File: config.mk
export PLATFORM = sky130hd
export DESIGN_NAME = axis_rr_arbiter
export DESIGN_NICKNAME = d
export VERILOG_FILES = /design/src/rtl/axis_arb_pkg.sv /design/src/rtl/axis_rr_arbiter_picker.sv /design/src/rtl/axis_rr_arbiter.sv
export SDC_FILE = /design/constraint.sdc
export NUM_CORES = 1
export LEC_CHECK = 0
export ABC_AREA = 0
export CORE_AREA = 2 2 83 85
export DETAILED_ROUTE_END_ITERATION = 8
export DIE_AREA = 0 0 85 87
export DONT_BUFFER_PORTS = 1
export GPL_TIMING_DRIVEN = 0
export PLACE_DENSITY = 0.47
export SYNTH_ARGS = -nofsm -noshare
export SYNTH_HDL_FRONTEND = slang
export SYNTH_SLANG_ARGS = --single-unit
File: constraint.sdc
create_clock -name axis_aclk -period 3.45 [get_ports axis_aclk]
set_input_delay 0.345 -clock axis_aclk [delete_from_list [all_inputs] [get_ports axis_aclk]]
set_output_delay 0.345 -clock axis_aclk [all_outputs]
set_load 0.02 [all_outputs]
File: src/rtl/axis_arb_pkg.sv
// Shared types and the round-robin search used by the AXI-Stream arbiter.
// rr_pick scans from ptr+1 upward with wrap over n requesters.
package axis_arb_pkg;

  typedef enum logic {
    IDLE   = 1'b0,
    STREAM = 1'b1
  } arb_state_t;

  localparam int MAX_REQ = 16;

  typedef struct packed {
    logic       found;
    logic [3:0] index;
  } pick_t;

  function automatic pick_t rr_pick(
    input logic [MAX_REQ-1:0] req,
    input logic [3:0]         ptr,
    input int                 n
  );
    pick_t p;
    int    idx;
    p = '0;
    for (int k = 1; k <= MAX_REQ; k++) begin
      idx = (int'(ptr) + k) % n;
      if (k <= n && !p.found && req[idx]) begin
        p.found = 1'b1;
        p.index = idx[3:0];
      end
    end
    return p;
  endfunction

endpackage

File: src/rtl/axis_rr_arbiter_picker.sv
// Combinational round-robin picker: first set request after ptr, with wrap.
// Thin wrapper around the package search so it can be tested on its own.
module rr_picker
  import axis_arb_pkg::*;
#(
  parameter int NUM_REQ  = 4,
  parameter int ID_WIDTH = $clog2(NUM_REQ)
) (
  input  logic [NUM_REQ-1:0]  req,
  input  logic [ID_WIDTH-1:0] ptr,
  output logic                found,
  output logic [ID_WIDTH-1:0] index
);

  pick_t      p;
  logic [3:0] pick_unused;

  always_comb begin
    p = rr_pick(MAX_REQ'(req), 4'(ptr), NUM_REQ);
  end

  assign found       = p.found;
  assign index       = p.index[ID_WIDTH-1:0];
  assign pick_unused = p.index;

endmodule

File: src/rtl/axis_rr_arbiter.sv
// Packet-granular round-robin arbiter sharing one AXI-Stream sink.
// Grant is locked from first beat through the accepted tlast beat.
module axis_rr_arbiter
  import axis_arb_pkg::*;
#(
  parameter int DATA_WIDTH = 32,
  parameter int NUM_REQ    = 4,
  parameter int ID_WIDTH   = $clog2(NUM_REQ)
) (
  input  logic                            axis_aclk,
  input  logic                            axis_areset,
  input  logic [NUM_REQ*DATA_WIDTH-1:0]   s_axis_tdata,
  input  logic [NUM_REQ*DATA_WIDTH/8-1:0] s_axis_tstrb,
  input  logic [NUM_REQ-1:0]              s_axis_tvalid,
  input  logic [NUM_REQ-1:0]              s_axis_tlast,
  output logic [NUM_REQ-1:0]              s_axis_tready,
  input  logic                            m01_axis_tready,
  output logic [DATA_WIDTH-1:0]           m01_axis_tdata,
  output logic [DATA_WIDTH/8-1:0]         m01_axis_tstrb,
  output logic                            m01_axis_tvalid,
  output logic                            m01_axis_tlast,
  output logic                            grant_valid,
  output logic [ID_WIDTH-1:0]             grant_id,
  output logic [15:0]                     pkt_count
);

  localparam int STRB_W = DATA_WIDTH / 8;

  arb_state_t          state_q, state_d;
  logic [ID_WIDTH-1:0] grant_q, grant_d;
  logic [ID_WIDTH-1:0] ptr_q, ptr_d;
  logic                gv_q, gv_d;
  logic [15:0]         pkt_q, pkt_d;

  logic                found;
  logic [ID_WIDTH-1:0] winner;
  logic                active;
  logic                beat;

  logic [DATA_WIDTH-1:0] req_data [NUM_REQ];
  logic [STRB_W-1:0]     req_strb [NUM_REQ];

  for (genvar i = 0; i < NUM_REQ; i++) begin : g_unpack
    assign req_data[i] = s_axis_tdata[i*DATA_WIDTH +: DATA_WIDTH];
    assign req_strb[i] = s_axis_tstrb[i*STRB_W +: STRB_W];
  end

  rr_picker #(
    .NUM_REQ  (NUM_REQ),
    .ID_WIDTH (ID_WIDTH)
  ) u_picker (
    .req   (s_axis_tvalid),
    .ptr   (ptr_q),
    .found (found),
    .index (winner)
  );

  // Reset wins over a transfer in the same cycle.
  assign active = (state_q == STREAM) && !axis_areset;

  always_comb begin
    s_axis_tready   = '0;
    m01_axis_tdata  = '0;
    m01_axis_tstrb  = '0;
    m01_axis_tvalid = 1'b0;
    m01_axis_tlast  = 1'b0;
    if (active) begin
      m01_axis_tdata          = req_data[grant_q];
      m01_axis_tstrb          = req_strb[grant_q];
      m01_axis_tvalid         = s_axis_tvalid[grant_q];
      m01_axis_tlast          = s_axis_tlast[grant_q];
      s_axis_tready[grant_q]  = m01_axis_tready;
    end
  end

  assign beat = m01_axis_tvalid && m01_axis_tready;

  always_comb begin
    state_d = state_q;
    grant_d = grant_q;
    gv_d    = gv_q;
    ptr_d   = ptr_q;
    pkt_d   = pkt_q;
    unique case (state_q)
      IDLE: begin
        if (found) begin
          grant_d = winner;
          gv_d    = 1'b1;
          state_d = STREAM;
        end
      end
      STREAM: begin
        if (beat && m01_axis_tlast) begin
          state_d = IDLE;
          gv_d    = 1'b0;
          ptr_d   = grant_q;
          pkt_d   = pkt_q + 16'd1;
        end
      end
    endcase
  end

  always_ff @(posedge axis_aclk) begin
    if (axis_areset) begin
      state_q <= IDLE;
      grant_q <= '0;
      gv_q    <= 1'b0;
      ptr_q   <= ID_WIDTH'(NUM_REQ - 1);
      pkt_q   <= '0;
    end else begin
      state_q <= state_d;
      grant_q <= grant_d;
      gv_q    <= gv_d;
      ptr_q   <= ptr_d;
      pkt_q   <= pkt_d;
    end
  end

  assign grant_valid = gv_q;
  assign grant_id    = grant_q;
  assign pkt_count   = pkt_q;

endmodule

==> impl_metrics.py <==
metrics = {
    "die": {
        "coreArea_um2": 6569,
        "dieArea_um2": 7395,
        "die_h_um": 87,
        "start_util": 0.3423,
        "io_pins": 216,
        "die_width_um": 85,
        "rows": 30,
    },
    "sta": {
        "setup_viol": 0,
        "max_freq_mhz": 390.5,
        "maxSlewHeadroom": 0.5312,
        "hold_viol": 0,
        "rsz0062_at_grt": "false",
        "setup-tns-final_ps": 0,
        "skew_ps": 4.433,
        "period_minus_slack_ps": 2561,
        "worst_pin_slew_ps": 701.7,
        "report.final.slew_viol_count": 0,
        "period_share": 0.7423,
    },
    "clocking": {
        "clk_path_buf_depth": 2,
        "cts_root_buffer": "clkbuf_8",
        "htree_levels": 1,
        "postCtsSetupRepairBufs": 0,
        "clk_pin_slew_worst_paths_ps": 80,
        "tritoncts": "done",
        "cts_buffers": 3,
        "cts_resized": 0,
        "insertion_delay_ps": 260,
        "cts_sinks": 22,
        "cts_hold_buffers": 0,
    },
    "placement": {
        "io_buffers": 0,
        "dp.cells": 302,
        "dp_hpwl_um": 6457,
        "routabilityCongestion": 0.7956,
        "placed_area_um2": 2349,
    },
    "worst_setup_path": {
        "arrival_ps": 2220,
        "setup.worst_path.start": "grant_id[0]$_SDFFE_PP0P_",
        "start_kind": "flop",
        "crit_required_ps": 3110,
        "cp_max_fo": 10,
        "r2r-start": "grant_id[0]$_SDFFE_PP0P_",
        "path_class": "reg2out",
        "cp-end-kind": "output port",
    },
    "final_layout": {
        "area_delta_synth_final_pct": 6.399,
        "layout.nets": 383,
        "postLayoutCellArea_um2": 2392,
        "fillers": 655,
        "instances_no_fill": 306,
        "drive_above_1_share": 0.2267,
    },
    "global_route": {
        "grt_pass1_vias": 1842,
        "overflow": 0,
        "grt_pass1_wl_um": 10520,
        "grt_antenna_before_repair": 1,
        "grt_max_degree": 12,
        "track_usage": 0.1840,
    },
    "synth": {
        "avgSynthCellArea_um2": 10.13,
        "syn_area_um2": 2248,
        "synth_cell_types": 32,
        "yosysMostFrequentCell": "nor2b_1",
        "netlist.area_leader.share": 0.3806,
        "synth_cells": 222,
        "synth_edf_count": 0,
        "synth_seq_cells": 22,
        "dominantRegCellSynth": "dfxtp_1",
        "yosysWarnings": 0,
        "async_flop_share": 0,
        "synth_area_leaders": "mux4_2 38%, dfxtp_1 20%, nor2b_1 11%",
        "yosys.area.top_type": "mux4_2",
        "synthesis.nets": 378,
        "synth_common_cells": "40 x nor2b_1, 38 x mux4_2, 22 x dfxtp_1, 18 x a21oi_1, 16 x nor2_1",
        "ys_seq_area_frac": 0.1959,
    },
    "pwr": {
        "clkPwrFrac": 0.234,
        "p_sw_frac": 0.3168,
        "power_density_nw_per_um2": 288.2,
        "power.internal_w": 0.0004710,
        "leakage_nw": 0.7288,
        "peakVddDrop_mv": 0.2373,
        "seqPwrFrac": 0.389,
        "switchingPower_w": 0.0002184,
        "p_comb_frac": 0.377,
    },
    "route": {
        "final_antenna_net_count": 0,
        "drc": 0,
        "routedWlPerCell_um": 24.57,
        "initialDrtViolationCount": 40,
        "wirelength_um": 7519,
        "first_pass_iters": 4,
        "route.vias.total": 1934,
        "viasPerCell": 6.320,
    },
    "hold_path": {
        "hp-start": "axis_areset",
        "hp-class": "in2reg",
    },
    "flow_run": {
        "drv_cap": 0,
    },
    "status": {
        "status": "completed",
    },
}
## layout by cell type, fill, tap and decap left out, types with 2 or more instances in the layout
master / instances
nor3b_1: 2
nand3_1: 4
buf_2: 6
xor2_1: 3
o21ai_0: 4
a21oi_1: 18
clkbuf_1: 12
mux4_2: 38
nand2_1: 6
nand4_1: 4
clkbuf_8: 3
buf_4: 2
dfxtp_1: 22
and4_1: 3
and3_1: 3
nor2b_1: 40
inv_1: 4
nand2b_1: 4
nor2_1: 16
or4_1: 7
or3_1: 3
o31ai_1: 8
and3b_1: 2
mux2i_1: 2
## layout make-up
| type | instances | area [um^2] | area share |
|---|---|---|---|
| antenna | 1 | 2.502 | 0.001046 |
| buffer | 21 | 101.3 | 0.04236 |
| clock buffer | 3 | 41.29 | 0.01726 |
| inverter | 4 | 15.01 | 0.006276 |
| multi-input combinational | 175 | 1692 | 0.7071 |
| sequential | 22 | 440.4 | 0.1841 |
| tap | 80 | 100.1 | 0.04184 |
## metal layers
| layer | track usage | up-vias | share of wire |
|---|---|---|---|
| li1 | - | 863 | - |
| met1 | 0.2513 | 953 | 0.42 |
| met2 | 0.2855 | 108 | 0.47 |
| met3 | 0.04929 | 10 | 0.095 |
| met4 | 0.05772 | 0 | 0.017 |
| met5 | 0 | - | 0 |
## through the flow
step / hold WS [ps] / power, W / worst slack [ps] / util
6_report: 271.6 / 0.0006895 / 888.9 / 0.3642
5_1_grt: 301.9 / 0.0007247 / 744.0 / 0.3638
4_1_cts: 265.8 / 0.0006993 / 855.7 / 0.3638
3_5_place_dp: 547.5 / 0.0005384 / 1154 / 0.3575
3_3_place_gp: 542.1 / 0.0005380 / 1173 / 0.3575
2_1_floorplan: 518.6 / 0.0005038 / 1393 / -
## registers in the layout, summed over array words and instances, names as in the netlist
register	count
grant_valid	1
ptr_q	2
state_q	1
pkt_count	16
grant_id	2
## power by group through the flow
stage          Combinational [W]  Clock, W  Sequential (W)
6_report                0.000260  0.000161        0.000268
5_1_grt                 0.000280  0.000176        0.000269
4_1_cts                 0.000264  0.000167        0.000268
3_5_place_dp            0.000264         0        0.000274
3_3_place_gp            0.000264         0        0.000274
2_1_floorplan           0.000231         0        0.000273
## kinds of logic (layout without fill, tap and decap cells)
| family | Yosys count | count (layout) | synth area share |
|---|---|---|---|
| simple gates | 97 | 97 | 0.2549 |
| mux | 41 | 41 | 0.3945 |
| compound gates | 33 | 33 | 0.08571 |
| buf+inv | 25 | 28 | 0.05175 |
| flops | 22 | 22 | 0.1959 |
| xor+xnor | 3 | 3 | 0.01169 |
| fa+ha+maj | 1 | 1 | 0.005564 |
| other cells | 0 | 1 | 0 |
## worst max-delay path, stage by stage (launching register included)
cell      delay, ps
dfxtp_1         460
buf_4           250
clkbuf_1        440
mux4_2          580
nor2b_1         220
## worst paths after layout
check                           depth (start not counted)                         to  slack (ps)
worst min register to register                          2         state_q$_SDFF_PP0_         560
worst max register to register                          7  pkt_count[1]$_SDFFE_PP0P_        1250
worst min-delay path                                    3  pkt_count[2]$_SDFFE_PP0P_         270
worst max-delay path                                    4         m01_axis_tdata[30]         890
Power figures use the tool's default switching activity.
